===== src/rtl/fifo_pkg.sv =====
// ---------------------------------------------------------------------------
// fifo_pkg : shared types and helpers for the parametrised FIFO
// Rev 1.0
// ---------------------------------------------------------------------------
`default_nettype none

package fifo_pkg;

  typedef enum logic {
    FIFO_STD  = 1'b0,
    FIFO_FWFT = 1'b1
  } fifo_mode_e;

  function automatic int cnt_bits(input int depth);
    return $clog2(depth + 1);
  endfunction

endpackage

`default_nettype wire


===== src/rtl/fifo_mem.sv =====
// ---------------------------------------------------------------------------
// fifo_mem : WIDTH x DEPTH storage, synchronous write, asynchronous read
// Rev 1.0
// ---------------------------------------------------------------------------
`default_nettype none

module fifo_mem #(
  parameter int DEPTH = 16,
  parameter int WIDTH = 8,
  parameter int AW    = $clog2(DEPTH)
) (
  input  logic             clk,
  input  logic             i_wr_en,
  input  logic [AW-1:0]    i_wr_addr,
  input  logic [WIDTH-1:0] i_wr_data,
  input  logic [AW-1:0]    i_rd_addr,
  output logic [WIDTH-1:0] o_rd_data
);

  logic [WIDTH-1:0] r_mem [DEPTH];

  always_ff @(posedge clk) begin
    if (i_wr_en) begin
      r_mem[i_wr_addr] <= i_wr_data;
    end
  end

  assign o_rd_data = r_mem[i_rd_addr];

endmodule

`default_nettype wire


===== src/rtl/fifo_ctrl.sv =====
// ---------------------------------------------------------------------------
// fifo_ctrl : synchronous FIFO with count, almost flags, flush, sticky errors
// Rev 1.0
// ---------------------------------------------------------------------------
`default_nettype none

module fifo_ctrl
  import fifo_pkg::*;
#(
  parameter int         DEPTH      = 16,
  parameter int         WIDTH      = 8,
  parameter fifo_mode_e MODE       = FIFO_STD,
  parameter int         AFULL_LVL  = DEPTH - 2,
  parameter int         AEMPTY_LVL = 2
) (
  input  logic                         clk,
  input  logic                         rst,
  input  logic                         flush,
  input  logic [WIDTH-1:0]             in,
  input  logic                         wr_en,
  input  logic                         rd_en,
  output logic [WIDTH-1:0]             out,
  output logic [cnt_bits(DEPTH)-1:0]   count,
  output logic                         empty,
  output logic                         full,
  output logic                         almost_full,
  output logic                         almost_empty,
  output logic                         overflow,
  output logic                         underflow
);

  localparam int AW = $clog2(DEPTH);
  localparam int CW = cnt_bits(DEPTH);
  localparam logic [CW-1:0] C_DEPTH  = CW'(DEPTH);
  localparam logic [CW-1:0] C_AFULL  = CW'(AFULL_LVL);
  localparam logic [CW-1:0] C_AEMPTY = CW'(AEMPTY_LVL);

  if (DEPTH < 2 || (DEPTH & (DEPTH - 1)) != 0) begin : g_chk_depth
    $error("fifo_ctrl: DEPTH must be a power of two and >= 2");
  end
  if (AFULL_LVL > DEPTH || AEMPTY_LVL > DEPTH) begin : g_chk_levels
    $error("fifo_ctrl: AFULL_LVL and AEMPTY_LVL must be <= DEPTH");
  end

  logic [AW-1:0]    r_wr_ptr;
  logic [AW-1:0]    r_rd_ptr;
  logic [CW-1:0]    r_count;
  logic             r_overflow;
  logic             r_underflow;
  logic             w_empty;
  logic             w_full;
  logic             w_rd_acc;
  logic             w_wr_acc;
  logic [WIDTH-1:0] w_head;

  assign w_empty  = (r_count == '0);
  assign w_full   = (r_count == C_DEPTH);
  assign w_rd_acc = rd_en && !w_empty;
  // A pop in the same cycle frees the slot, so a full FIFO still accepts the write.
  assign w_wr_acc = wr_en && (!w_full || rd_en);

  always_ff @(posedge clk) begin
    if (rst) begin
      r_wr_ptr    <= '0;
      r_rd_ptr    <= '0;
      r_count     <= '0;
      r_overflow  <= 1'b0;
      r_underflow <= 1'b0;
    end else if (flush) begin
      r_wr_ptr    <= '0;
      r_rd_ptr    <= '0;
      r_count     <= '0;
      r_overflow  <= 1'b0;
      r_underflow <= 1'b0;
    end else begin
      if (w_wr_acc) r_wr_ptr <= r_wr_ptr + AW'(1);
      if (w_rd_acc) r_rd_ptr <= r_rd_ptr + AW'(1);
      if (w_wr_acc && !w_rd_acc)      r_count <= r_count + CW'(1);
      else if (w_rd_acc && !w_wr_acc) r_count <= r_count - CW'(1);
      if (wr_en && w_full && !rd_en) r_overflow  <= 1'b1;
      if (rd_en && w_empty)          r_underflow <= 1'b1;
    end
  end

  fifo_mem #(
    .DEPTH (DEPTH),
    .WIDTH (WIDTH),
    .AW    (AW)
  ) u_mem (
    .clk       (clk),
    .i_wr_en   (w_wr_acc && !flush && !rst),
    .i_wr_addr (r_wr_ptr),
    .i_wr_data (in),
    .i_rd_addr (r_rd_ptr),
    .o_rd_data (w_head)
  );

  if (MODE == FIFO_FWFT) begin : g_fwft
    assign out = w_empty ? '0 : w_head;
  end else begin : g_std
    logic [WIDTH-1:0] r_out;
    always_ff @(posedge clk) begin
      if (rst) begin
        r_out <= '0;
      end else if (!flush && w_rd_acc) begin
        r_out <= w_head;
      end
    end
    assign out = r_out;
  end

  assign count        = r_count;
  assign empty        = w_empty;
  assign full         = w_full;
  assign almost_full  = (r_count >= C_AFULL);
  assign almost_empty = (r_count <= C_AEMPTY);
  assign overflow     = r_overflow;
  assign underflow    = r_underflow;

endmodule

`default_nettype wire


===== config.mk =====
export PLATFORM = sky130hd
export DESIGN_NAME = fifo_ctrl
export DESIGN_NICKNAME = d
export VERILOG_FILES = /design/src/rtl/fifo_pkg.sv /design/src/rtl/fifo_mem.sv /design/src/rtl/fifo_ctrl.sv
export SDC_FILE = /design/constraint.sdc
export NUM_CORES = 1
export LEC_CHECK = 0
export CAP_MARGIN = 10
export CORE_ASPECT_RATIO = 0.6
export CORE_MARGIN = 2
export CORE_UTILIZATION = 53
export CTS_BUF_LIST = sky130_fd_sc_hd__clkbuf_8 sky130_fd_sc_hd__clkbuf_16
export DETAILED_ROUTE_END_ITERATION = 8
export GPL_TIMING_DRIVEN = 0
export PLACE_DENSITY_LB_ADDON = 0.15
export SYNTH_ARGS = -nofsm -noshare
export SYNTH_HDL_FRONTEND = slang
export SYNTH_SLANG_ARGS = --single-unit

===== constraint.sdc =====
create_clock -name clk -period 2.6 [get_ports clk]
set_input_delay 0.78 -clock clk [delete_from_list [all_inputs] [get_ports clk]]
set_output_delay 0.78 -clock clk [all_outputs]
set_load 0.05 [all_outputs]

==> reports/qor.yml, run 1 <==
timing:
  fmax_mhz: 375
  post-route-min-period_ns: 2.67
  final-setup-viol-count: 1
  rsz0062_at_grt: "yes"
  worst_slack_ns: -0.0652
  clock_skew_ns: 0.00894
  final_hold_viol_count: 0
  finalCritPeriodShare_pct: 103
  worst_slew_pin_slew_ns: 0.963
  max-slew-margin-rel_pct: 35.5
  slew_viol_final: 0
critical_path:
  path_delay_family: "compound AO/OA/AOI/OAI gates"
  path_cells: "or4_4, o21a_2, ha_4, inv_6, ha_4, a21o_1, a21oi_2, mux2i_2, mux2i_1"
  cp_data_arrival_time_ns: 2.99
  rr_worst_depth: 9
  startpoint_type: "flop"
  cp-end-kind: "flop"
  max_stage_delay_ns: 0.60
  cp_max_fo: 6
  crit_buf_inv: 1
  required_ns: 2.93
  setup.worst_path.class: "flop to flop"
  worst-path-stages: 9
  crit_top_cell: "ha_4"
  crit_slowest_cell: "or4_4"
floorplan:
  fp.dieH_um: 86.8
  row_count: 30
  core_sq_um: 11200
  dieArea_sq_um: 12300
  start_util_pct: 54.0
  fp.dieW_um: 142
  ios: 32
cells_and_area:
  finalInstanceArea_sq_um: 7370
  drive_gt1_share_pct: 32.4
  final_common_cell: "edfxtp_1"
  final_cell_mix: "128 x edfxtp_1, 32 x mux4_2, 27 x nor2_1"
  n_antenna_cell: 0
  fill_cells: 773
  instances_no_fill: 552
  fin_nets: 418
  syn_to_final_growth_pct: 21.7
place:
  placedCellCount: 510
  gp_congestion: 0.759
  dp_hpwl_um: 8180
  io_buffers: 31
  dpl_cell_area_sq_um: 6610
clock_tree:
  cts_buffers: 17
  clk_pin_slew_worst_paths_ns: 0.06
  clk_latency_ns: 0.41
  ctsHtreeMaxLevel: 4
  cts.sink_count: 151
  cts_tree: "yes"
  clock_path_buffers: 2
  ctsRootBufferMaster: "clkbuf_16"
run:
  maxCapViolCount: 0
global_route:
  grt_util_all_layers_pct: 21.8
  grt-ovfl-total: 0
  grt_pass1_wl_um: 18800
  antenna_found_initial: 0
  first_global_vias: 3172
  grt_max_degree: 17
routing:
  post_drt_via_cell_ratio: 5.81
  route.detailed.drc: 0
  drt-initial-drc-count: 239
  wire_per_inst_um: 22.6
  postRouteAntennaNets: 0
  firstDrtPassIters: 4
  wl_um: 12500
  routed-via-count: 3205
power_and_ir_drop:
  power_density_nw_per_um2: 810
  p_leak_nw: 2.39
  peakVddDrop_uv: 517
synthesis:
  yosysTopAreaCell: "edfxtp_1"
  synth_area_leaders: "edfxtp_1 63%, mux4_2 12%, dfxtp_1 7.6%"
  synth_area_sq_um: 6060
  ys_ff_latch: 151
  synthFlopType: "edfxtp_1"
  async_flop_share_pct: 0
  synth_edf_count: 128
  synth.distinct_cells: 36
  yosys_warnings: 0
  synth_top_area_share_pct: 63.5
  synth_nets: 358
  synth.avg_cell_area_sq_um: 18.1
  syn_inst: 335
  yosysSeqAreaShare_pct: 71.1
status:
  violations: "setup timing"
  status: "complete, but fails checks"
worst_hold_path:
  min_path_cells: 2
  hold_path.class: "flop to flop"
-- cell type report --
| class | count | area (sq um) | area share (%) |
|---|---|---|---|
| inverter | 5 | 23.8 | 0.322 |
| tap | 144 | 180 | 2.44 |
| sequential | 151 | 4310 | 58.5 |
| timing repair buffer | 43 | 404 | 5.48 |
| clock buffer | 17 | 425 | 5.77 |
| buffer | 15 | 82.6 | 1.12 |
| clock inverter | 15 | 170 | 2.31 |
| multi-input combinational | 162 | 1770 | 24.0 |
-- worst reg2reg max path, cell delays in order, from the launching register on --
cell	delay [ns]
dfxtp_4	0.36
or4_4	0.61
o21a_2	0.30
ha_4	0.19
inv_6	0.07
ha_4	0.21
a21o_1	0.19
a21oi_2	0.14
mux2i_2	0.27
mux2i_1	0.25
-- cells in the mapped netlist, types with 2 or more instances --
master and instances:
mux4_2 32, nand3_1 3, nand2b_1 2, and3_1 2, clkbuf_1 6, buf_6 3
xor2_1 6, mux2i_1 13, a221o_1 8, a21oi_1 5, edfxtp_1 128, dfxtp_1 23
inv_1 5, xnor2_1 3, mux2_2 7, ha_1 9, nor2_1 45, o211ai_1 4
nand2_1 9, buf_2 6
-- flip-flops by register name, indices dropped and copies added (netlist names) --
register	cells
count	5
out	8
overflow	1
r_rd_ptr	4
r_wr_ptr	4
u_mem.r_mem	128
underflow	1
-- layer usage --
metal,wire (um),vias to the layer above,GRT usage [%]
li1,-,1442,-
met1,6290,1663,34.9
met2,5420,86,30.5
met3,662,14,4.09
met4,123,0,6.91
met5,0,-,0
-- worst paths after layout --
| path | from | endpoint | slack [ns] |
|---|---|---|---|
| worst max register to register | count[1] | count[4] | -0.07 |
| worst max-delay path | count[1] | count[4] | -0.07 |
| worst min-delay path | underflow | underflow | 0.47 |
| worst min register to register | underflow | underflow | 0.47 |
-- power by group --
group | internal, mW | switching (mW)
combinational | 0.340 | 0.490
sequential | 2.66 | 0.0347
clock | 1.43 | 1.01
-- cell families after synthesis --
| family | after synthesis | share of synthesized area (%) |
|---|---|---|
| flip-flops | 151 | 71.1 |
| AND/OR/NAND/NOR | 66 | 4.61 |
| multiplexers | 52 | 15.3 |
| AO/OA/AOI/OAI | 25 | 3.57 |
| buffers and inverters | 22 | 1.92 |
| adder cells (fa/ha/maj) | 10 | 2.19 |
| XOR/XNOR | 9 | 1.30 |
-- per-stage QoR --
step	TNS, ns	util, %	hold slack [ns]	power (mW)	setup WS, ns
2_1_floorplan	-0.0416	-	0.528	3.28	-0.0416
4_1_cts	-4.55	65.0	0.474	5.97	-0.222
6_report	-0.0652	65.7	0.465	5.97	-0.0652
3_5_place_dp	-84.55	58.9	0.457	3.50	-0.875
3_3_place_gp	-78.54	58.9	0.449	3.49	-0.824
5_1_grt	-0.578	65.7	0.500	6.16	-0.185
-- what timing repair did --
item | in CTS | in global routing
setup buffers | 9 | 2
pin swaps | 8 | 4
hold buffers | 0 | 0
gates resized for setup | 32 | 20
endpoints found under the setup margin | 140 | 71
Power figures use the tool's default switching activity.
==> run 2, diff against run 1 <==
--- a/config.mk
+++ b/config.mk
@@ -6,10 +6,13 @@
 export NUM_CORES = 1
 export LEC_CHECK = 0
 export CAP_MARGIN = 10
+export CELL_PAD_IN_SITES_DETAIL_PLACEMENT = 0
+export CELL_PAD_IN_SITES_GLOBAL_PLACEMENT = 1
 export CORE_ASPECT_RATIO = 0.6
 export CORE_MARGIN = 2
-export CORE_UTILIZATION = 53
+export CORE_UTILIZATION = 46
 export CTS_BUF_LIST = sky130_fd_sc_hd__clkbuf_8 sky130_fd_sc_hd__clkbuf_16
+export CTS_CLUSTER_SIZE = 30
 export DETAILED_ROUTE_END_ITERATION = 8
 export GPL_TIMING_DRIVEN = 0
 export PLACE_DENSITY_LB_ADDON = 0.15
==> reports/qor.yml, run 2 (same netlist as run 1, synthesis figures left out) <==
clock_tree:
  cts_tree: "yes"
  ctsHtreeMaxLevel: 4  # unchanged
  ctsRootBufferMaster: "clkbuf_16"
  cts_buffers: 17  # unchanged
  clock_path_buffers: 2  # unchanged
  clk_pin_slew_worst_paths_ns: 0.07  # about the same
  hold_buffers: 0  # unchanged
  clk_latency_ns: 0.42  # about the same
  cts.sink_count: 151  # unchanged
worst_hold_path:
  hold_path.class: "flop to flop"
  min_path_cells: 2  # unchanged
global_route:
  grt_max_degree: 17  # unchanged
  grt_pass1_wl_um: 19500  # +3.5%
  antenna_found_initial: 0  # unchanged
  grt_util_all_layers_pct: 19.4  # -2.4 points
  first_global_vias: 3181  # +0.28%
  grt-ovfl-total: 0  # unchanged
routing:
  postRouteAntennaNets: 0  # unchanged
  drt-met1-wl_um: 6640  # +5.6%
  post_drt_via_cell_ratio: 5.48  # -5.6%
  met3WireLength_um: 669  # +1.1%
  routed-via-count: 3175  # -0.94%
  firstDrtPassIters: 4  # unchanged
  wl_met2_um: 5520  # +1.9%
  top_layer_used: "met4"
  drt-initial-drc-count: 197  # -18%
  route.detailed.drc: 0  # unchanged
  wire_per_inst_um: 22.3  # -1.3%
  wl_um: 12900  # +3.5%
run:
  maxCapViolCount: 0  # unchanged
power_and_ir_drop:
  p_leak_nw: 2.39  # +0.28%
  peakVddDrop_uv: 416  # -19%
  total_power_mw: 5.99  # +0.36%
  power_density_nw_per_um2: 812  # +0.19%
cells_and_area:
  n_antenna_cell: 0  # unchanged
  largest_reg_flops: 128  # unchanged
  final_common_cell: "edfxtp_1"
  fin_nets: 419  # +0.24%
  drive_gt1_share_pct: 32.3  # -0.079 points
  instances_no_fill: 579  # +4.9%
  multiInputGateArea_sq_um: 1760  # -0.99%
  syn_to_final_growth_pct: 21.9
  fill_cells: 989  # +28%
  largest-register: "u_mem.r_mem"
  seqCellArea_sq_um: 4310  # unchanged
  final_cell_mix: "128 x edfxtp_1, 32 x mux4_2, 29 x nor2_1"
timing:
  worst_slew_pin_slew_ns: 0.865  # -0.0976 ns
  final_hold_viol_count: 0  # unchanged
  slew_viol_final: 0  # unchanged
  clock_skew_ns: 0.0126  # +0.00371 ns
  fmax_mhz: 375  # about the same
  worst_slack_ns: -0.0650  # +0.000263 ns
  post-route-min-period_ns: 2.66  # -0.000263 ns
  max-slew-margin-rel_pct: 41.9  # +6.3 points
  tns_ns: -0.0998  # -0.0346 ns
  rsz0062_at_grt: "yes"
  finalCritPeriodShare_pct: 102  # about the same
  timing.hold.ws_ns: 0.468  # +0.00252 ns
  final-setup-viol-count: 2  # +1
critical_path:
  rr_worst_depth: 9  # unchanged
  ff2ff_setup_slack_ns: -0.06  # about the same
  cp_max_fo: 6  # unchanged
  setup.worst_path.class: "flop to flop"
  required_ns: 2.94  # about the same
  cp_data_arrival_time_ns: 3.01  # +0.02 ns
  cp-end-kind: "flop"
  r2r_start: "count[1]"
  crit_end: "count[4]"
  regToRegEndpoint: "count[4]"
  crit_start: "count[1]"
  startpoint_type: "flop"
floorplan:
  start_util_pct: 47.1  # -6.8 points
  ios: 32  # unchanged
  fp.dieH_um: 92.9  # +7.0%
  core_sq_um: 12900  # +15%
  dieArea_sq_um: 14100  # +15%
  fp.dieW_um: 152  # +7.1%
  row_count: 32  # +6.7%
place:
  placedCellCount: 537  # +5.3%
  dp_hpwl_um: 8440  # +3.2%
  io_buffers: 31  # unchanged
  gp_congestion: 0.744  # -2.0%
status:
  status: "complete, but fails checks"
  violations: "setup timing"
==> run 2: routing by layer <==
layer  up-vias  GRT usage (%)
li1       1448              -
met1      1653           30.9
met2        61           27.0
met3        13           3.98
met4         0           5.53
met5         -              0
==> run 2: layout make-up <==
| class | count | area share [%] |
|---|---|---|
| timing repair buffer | 44 | 5.45 |
| clock buffer | 17 | 5.76 |
| sequential | 151 | 58.4 |
| tap | 170 | 2.88 |
| inverter | 5 | 0.322 |
| buffer | 15 | 1.12 |
| clock inverter | 15 | 2.29 |
| multi-input combinational | 162 | 23.8 |
==> run 2: worst min path at each step <==
stage	slack [ns]	startpoint	endpoint
floorplan	0.53	r_wr_ptr[1]	r_wr_ptr[1]
global placement	0.45	overflow	overflow
detailed placement	0.46	overflow	overflow
CTS	0.48	underflow	underflow
global route	0.50	overflow	overflow
finish	0.47	underflow	underflow
==> run 2: through the flow <==
stage,area (sq um),utilization [%],worst slack [ns]
2_1_floorplan,6120,-,-0.0416
3_3_place_gp,6640,51.7,-0.796
3_5_place_dp,6650,51.7,-0.809
4_1_cts,7330,57.0,-0.0842
5_1_grt,7390,57.5,-0.179
6_report,7390,57.5,-0.0650
==> run 2: where the power goes <==
part | switching [mW] | total [mW] | internal [mW] | leakage, nW
Sequential | 0.0348 | 2.70 | 2.66 | 1.34
Combinational | 0.494 | 0.828 | 0.334 | 0.764
Clock | 1.03 | 2.47 | 1.44 | 0.288
==> run 2: what timing repair did <==
| action | in CTS | in global routing |
|---|---|---|
| setup endpoints to repair | 135 | 36 |
| pin swaps | 7 | 9 |
| resized for setup | 35 | 9 |
| setup buffers | 6 | 6 |
==> run 2: critical path: stages (launching register included) <==
cell and delay, ns:
dfxtp_4 0.36, or4_4 0.61, o21ai_4 0.22, ha_4 0.19
inv_6 0.05, fa_2 0.33, a21o_1 0.19, a21oi_2 0.16
mux2i_2 0.26, mux2i_1 0.21
==> run 3, diff against run 2 <==
--- a/config.mk
+++ b/config.mk
@@ -15,6 +15,7 @@
 export CTS_CLUSTER_SIZE = 30
 export DETAILED_ROUTE_END_ITERATION = 8
 export GPL_TIMING_DRIVEN = 0
+export HOLD_SLACK_MARGIN = 0.06
 export PLACE_DENSITY_LB_ADDON = 0.15
 export SYNTH_ARGS = -nofsm -noshare
 export SYNTH_HDL_FRONTEND = slang
==> results of run 3 <==
Same layout as run 2: the final DEF is identical, and so are final timing and power.
